==> src/rtl/mer_estimator.sv <==
// ---------------------------------------------------------------------------
// mer_estimator
//
// Receive-side MER measurement block. Over a window of 2^LOG2_N symbols it
// accumulates |dec_var|, error^2 and the symbol-error flag. At window end it
// publishes the means and the error count, with a one-clk result_valid pulse.
// A clear_accum pulse (re)starts a window on the next symbol enable.
//
// Ports
//   clk              system clock
//   reset            synchronous, active-high
//   i_sym_clk_en     symbol-rate enable, one clk wide
//   i_clear_accum    window restart pulse, one clk wide
//   i_dec_var        signed 1s17 decision variable
//   i_error          signed 1s17 error sample (dec_var - slicer output)
//   i_sym_error      symbol decision was wrong
//   o_ref_level      1s17 mean |dec_var| (MSB always 0)
//   o_err_power      0.17 mean error^2 (MSB always 0)
//   o_err_count      symbol errors in the last completed window
//   o_result_valid   one-clk pulse when the outputs update
//   o_state          debug: current FSM state (0 = IDLE, 1 = ACCUM)
//
// Handshake: there is no back-pressure. A sample is consumed on every clk
// edge where i_sym_clk_en is 1; o_result_valid is a qualifier pulse that is
// high for exactly one clk after the edge that delivered a window's last
// symbol, and the data outputs hold until the next such pulse.
// ---------------------------------------------------------------------------
module mer_estimator #(
    parameter int LOG2_N = 20
) (
    input  logic                clk,
    input  logic                reset,
    input  logic                i_sym_clk_en,
    input  logic                i_clear_accum,
    input  logic signed [17:0]  i_dec_var,
    input  logic signed [17:0]  i_error,
    input  logic                i_sym_error,
    output logic [17:0]         o_ref_level,
    output logic [17:0]         o_err_power,
    output logic [LOG2_N:0]     o_err_count,
    output logic                o_result_valid,
    output logic                o_state
);

    localparam int ACCW = 17 + LOG2_N;

    typedef enum logic {
        IDLE  = 1'b0,
        ACCUM = 1'b1
    } state_t;

    state_t r_state;
    state_t w_next_state;

    logic                r_pending;
    logic [LOG2_N-1:0]   r_cnt;
    logic [ACCW-1:0]     r_abs_acc;
    logic [ACCW-1:0]     r_sq_acc;
    logic [LOG2_N:0]     r_err_acc;
    logic [17:0]         r_ref_level;
    logic [17:0]         r_err_power;
    logic [LOG2_N:0]     r_err_count;
    logic                r_result_valid;

    // Per-sample magnitude; -131072 has no positive 17-bit twin, so saturate.
    logic [17:0]         w_neg;
    logic [16:0]         w_abs;
    always_comb begin
        w_neg = 18'(-i_dec_var);
        w_abs = i_dec_var[16:0];
        if (i_dec_var[17]) begin
            w_abs = w_neg[17] ? 17'h1FFFF : w_neg[16:0];
        end
    end

    // Per-sample error power; the product is never negative, and only
    // error = -131072 gives 2^34, whose >>17 would need an 18th bit.
    logic signed [35:0]  w_prod;
    logic [16:0]         w_sq;
    assign w_prod = i_error * i_error;
    assign w_sq   = w_prod[34] ? 17'h1FFFF : w_prod[33:17];

    logic [ACCW-1:0]     w_abs_sum;
    logic [ACCW-1:0]     w_sq_sum;
    logic [LOG2_N:0]     w_err_sum;
    assign w_abs_sum = r_abs_acc + ACCW'(w_abs);
    assign w_sq_sum  = r_sq_acc + ACCW'(w_sq);
    assign w_err_sum = r_err_acc + (LOG2_N+1)'(i_sym_error);

    // A restart happens on a symbol enable with a clear pending or arriving
    // in the same clk; it overrides any window-end dump on that symbol.
    logic w_start;
    logic w_last;
    assign w_start = i_sym_clk_en && (r_pending || i_clear_accum);
    assign w_last  = (r_cnt == {LOG2_N{1'b1}});

    always_ff @(posedge clk) begin
        if (reset) r_state <= IDLE;
        else       r_state <= w_next_state;
    end

    always_comb begin
        w_next_state = r_state;
        if (w_start) w_next_state = ACCUM;
    end

    always_ff @(posedge clk) begin
        if (reset) begin
            r_pending      <= 1'b0;
            r_cnt          <= '0;
            r_abs_acc      <= '0;
            r_sq_acc       <= '0;
            r_err_acc      <= '0;
            r_ref_level    <= '0;
            r_err_power    <= '0;
            r_err_count    <= '0;
            r_result_valid <= 1'b0;
        end else begin
            r_result_valid <= 1'b0;
            if (w_start) begin
                r_pending <= 1'b0;
                r_cnt     <= LOG2_N'(1);
                r_abs_acc <= ACCW'(w_abs);
                r_sq_acc  <= ACCW'(w_sq);
                r_err_acc <= (LOG2_N+1)'(i_sym_error);
            end else begin
                if (i_clear_accum) r_pending <= 1'b1;
                if (i_sym_clk_en && r_state == ACCUM) begin
                    if (w_last) begin
                        r_ref_level    <= {1'b0, w_abs_sum[LOG2_N +: 17]};
                        r_err_power    <= {1'b0, w_sq_sum[LOG2_N +: 17]};
                        r_err_count    <= w_err_sum;
                        r_result_valid <= 1'b1;
                        // Zeroed accumulators make the next symbol behave as
                        // symbol 0 of the following window.
                        r_cnt          <= '0;
                        r_abs_acc      <= '0;
                        r_sq_acc       <= '0;
                        r_err_acc      <= '0;
                    end else begin
                        r_cnt     <= r_cnt + LOG2_N'(1);
                        r_abs_acc <= w_abs_sum;
                        r_sq_acc  <= w_sq_sum;
                        r_err_acc <= w_err_sum;
                    end
                end
            end
        end
    end

    assign o_ref_level    = r_ref_level;
    assign o_err_power    = r_err_power;
    assign o_err_count    = r_err_count;
    assign o_result_valid = r_result_valid;
    assign o_state        = r_state;

endmodule

==> config.mk <==
export PLATFORM = sky130hd
export DESIGN_NAME = mer_estimator
export DESIGN_NICKNAME = d
export VERILOG_FILES = /design/src/rtl/mer_estimator.sv
export SDC_FILE = /design/constraint.sdc
export NUM_CORES = 1
export LEC_CHECK = 0
export BUFFER_PORTS_ARGS = -buffer_cell sky130_fd_sc_hd__buf_2
export CAP_MARGIN = 30
export CORE_MARGIN = 5
export CORE_UTILIZATION = 54
export CTS_CLUSTER_SIZE = 30
export DETAILED_ROUTE_END_ITERATION = 6
export GPL_TIMING_DRIVEN = 0
export PLACE_DENSITY = 0.72
export SLEW_MARGIN = 5
export SYNTH_ARGS = -nofsm -noshare
export SYNTH_HDL_FRONTEND = slang
export SYNTH_SLANG_ARGS = --single-unit
==> constraint.sdc <==
create_clock -name clk -period 12 [get_ports clk]
set_input_delay 1.2 -clock clk [delete_from_list [all_inputs] [get_ports clk]]
set_output_delay 1.2 -clock clk [all_outputs]
set_load 0.005 [all_outputs]
==> flow_metrics.py <==
metrics = {
    "worst_setup_path": {
        "setup.worst_path.start_class": "primary input",
        "endpoint": "r_sq_acc[16]$_SDFFE_PP0P_",
        "r2r-end": "o_ref_level[16]$_SDFFE_PP0P_",
        "end_kind": "flop",
        "rr_worst_depth": 13,
        "cp_slowest_cell": "clkbuf_1",
        "critPathKind": "primary input to flop",
        "critical_path_required_ns": 12.37,
        "regToRegSetupSlack_ns": 8.42,
        "crit_path_max_incr_delay_ns": 0.64,
        "crit_fanout": 10,
        "arrival_ns": 11.02,
        "critPathLaunch": "i_error[12]",
        "reg2reg_from": "r_abs_acc[0]$_SDFFE_PP0P_",
        "cpMostUsedCell": "fa_1",
    },
    "sta": {
        "finalSetupViolations": 0,
        "final_hold_viol_count": 0,
        "fin_crit_ns": 10.66,
        "max_slew_margin_pct": 45.3,
        "slew_viol_final": 0,
        "setup_ws_ns": 1.34,
        "fin_crit_sh_pct": 88.8,
        "tightest_slew_ns": 0.817,
        "timing.fmax_mhz": 93.8,
        "tns_ns": 0,
        "rsz0062_at_grt": "no",
        "clock_skew_ns": 0.0117,
    },
    "synthesis": {
        "synth_edf_count": 0,
        "ys.flop_type": "dfxtp_1",
        "ys_warn_count": 0,
        "ys_seq_area_share_pct": 17.0,
        "synthDistinctLibCells": 77,
        "syn_area_per_cell_sq_um": 8.57,
        "synthArstFlopShare_pct": 0,
        "postSynthCellCount": 2375,
        "netlist_area_sq_mm": 0.0204,
        "ys_ff_latch": 173,
    },
    "global_route": {
        "grt_pass1_wl_microns": 86800,
        "grtUsageTotal_pct": 25.5,
        "grt_pass1_vias": 17700,
        "overflow": 0,
        "antenna_found_initial": 1,
        "grt_max_degree": 17,
    },
    "clock_tree": {
        "clk_pin_slew_ns": 0.07,
        "postCtsSetupBuffers": 0,
        "cts_root_buf": "clkbuf_16",
        "cts_tree": "yes",
        "clock_path_buffers": 2,
        "cts_resized": 0,
        "cts_hold_buf": 0,
        "cts_sinks": 173,
        "cts_buffers": 17,
        "h-tree-depth": 4,
        "clk_latency_ns": 0.44,
    },
    "place": {
        "dpl_worst_slack_ns": 0.988,
        "port_buffers": 93,
        "gp_congestion": 0.936,
        "hpwl_microns": 41300,
        "dpl_cell_area_sq_mm": 0.0215,
    },
    "die": {
        "design.die.area_sq_mm": 0.0417,
        "die_w_microns": 204,
        "io_pins": 100,
        "core_region_area_sq_mm": 0.0375,
        "start_util_pct": 54.3,
        "row_count": 71,
        "die_y_microns": 204,
    },
    "routing": {
        "dr.pass1.iters": 5,
        "routedWlPerCell_microns": 17.0,
        "drt-initial-drc-count": 1082,
        "vias": 16800,
        "drc": 0,
        "drt-vias-per-instance": 5.59,
        "routed_wl_microns": 51300,
        "antenna_left": 0,
    },
    "worst_hold_path": {
        "hp-class": "flop to flop",
    },
    "cells_and_area": {
        "regArea_sq_mm": 0.00346,
        "final_nets": 2961,
        "fin_area_sq_mm": 0.0221,
        "multi_input_area_sq_mm": 0.0149,
        "antenna_cells": 0,
        "syn2layout_area_growth_pct": 8.42,
        "drive_above_1_share_pct": 7.36,
        "nFillCells": 3360,
    },
    "status": {
        "status": "complete, no violations",
    },
    "job": {
        "max_cap_violations": 0,
    },
}
routing by layer:
layer | share of wire [%] | wire length [microns] | track usage (%) | up-vias
met1 | 43 | 22100 | 35.3 | 8321
met2 | 47 | 24200 | 41.4 | 561
li1 | - | - | - | 7841
met4 | 2.8 | 1430 | 7.80 | 0
met3 | 7.1 | 3640 | 4.51 | 109
met5 | 0 | 0 | 0 | -
flip-flops by register name (all words and copies together) (netlist names):
signal	count
r_abs_acc	37
r_sq_acc	37
o_err_count	21
r_err_acc	21
r_cnt	20
o_err_power	17
o_ref_level	17
o_result_valid	1
o_state	1
r_pending	1
kinds of logic (layout without fill, tap and decap cells):
group	after synthesis	after routing	synth area share, %
muxes	3	3	0.154
xor gates and xnor gates	145	145	6.27
adders and majority gates	432	432	37.3
and+or+nand+nor	666	666	15.6
DFF	173	173	17.0
other	1	2	0.0184
buffers and inverters	534	659	9.95
AOI/OAI and AO/OA	421	421	13.7
how the worst min path moves through the flow:
stage,start,endpoint,slack [ns],cells after the start
after detailed placement,o_err_count[1]$_SDFFE_PP0P_,o_err_count[1]$_SDFFE_PP0P_,0.45,2
after global routing,o_err_count[0]$_SDFFE_PP0P_,o_err_count[0]$_SDFFE_PP0P_,0.48,2
final,o_err_count[1]$_SDFFE_PP0P_,o_err_count[1]$_SDFFE_PP0P_,0.46,2
after floorplan,r_cnt[1]$_SDFFE_PP0P_,r_cnt[1]$_SDFFE_PP0P_,0.45,2
after CTS,o_err_count[1]$_SDFFE_PP0P_,o_err_count[1]$_SDFFE_PP0P_,0.46,2
after global placement,o_err_count[1]$_SDFFE_PP0P_,o_err_count[1]$_SDFFE_PP0P_,0.45,2
synthesized netlist by cell type (5+ instances only):
master	count	share of area (%)
a211oi_1	54	2.0
a21o_1	37	1.4
a21oi_1	93	2.3
a21oi_2	5	0.22
a221oi_1	8	0.34
a22o_1	7	0.30
a22oi_1	15	0.55
a31oi_1	40	1.2
and2_1	59	1.8
and3_1	22	0.68
and4_1	10	0.43
buf_2	12	0.29
clkbuf_1	82	1.5
dfxtp_1	173	17
fa_1	292	29
ha_1	140	8.6
inv_1	434	8.0
nand2_1	220	4.1
nand2b_1	20	0.61
nand3_1	60	1.5
nand3b_1	8	0.29
nand4_1	15	0.46
nor2_1	180	3.3
nor2b_1	9	0.28
nor3_1	11	0.27
o21a_1	8	0.29
o21ai_0	81	2.0
o21ai_1	7	0.17
o31ai_1	16	0.59
or2_2	13	0.40
or3_1	19	0.58
xnor2_1	74	3.2
xor2_1	70	3.0
critical path: cells and delay by family:
family,cells,cell delay (ns)
AND/OR/NAND/NOR,4,0.85
AO/OA/AOI/OAI,12,2.85
adder cells (fa/ha/maj),9,4.02
XOR/XNOR,1,0.21
buffers and inverters,7,1.85
layout by cell type (no fill, tap or decap), types with 81 or more instances in the layout:
| master | synthesis | layout |
|---|---|---|
| dfxtp_1 | 173 | 173 |
| inv_1 | 434 | 434 |
| ha_1 | 140 | 140 |
| a21oi_1 | 93 | 93 |
| buf_2 | 12 | 105 |
| o21ai_0 | 81 | 81 |
| clkbuf_1 | 82 | 82 |
| nand2_1 | 220 | 220 |
| nor2_1 | 180 | 180 |
| fa_1 | 292 | 292 |
cell type report:
| cell class | instances | area share, % |
|---|---|---|
| multi-input combinational | 1669 | 67.4 |
| sequential | 173 | 15.7 |
| inverter | 434 | 7.38 |
| tap | 511 | 2.90 |
| timing repair buffer | 93 | 2.11 |
| clock buffer | 18 | 1.99 |
| buffer | 100 | 1.80 |
| clock inverter | 14 | 0.759 |
metrics by stage:
| stage | hold slack (ns) | std cells | utilization [%] |
|---|---|---|---|
| 6_report | 0.462 | 3012 | 58.9 |
| 5_1_grt | 0.481 | 3012 | 58.9 |
| 4_1_cts | 0.462 | 3012 | 58.9 |
| 3_5_place_dp | 0.452 | 2980 | 57.3 |
| 3_3_place_gp | 0.449 | 2980 | 57.3 |
| 2_1_floorplan | 0.449 | 2376 | - |
Power is left out: the tool's default activity adds up to more than one toggle a clock period on the data nets, which glitch-free logic cannot reach.
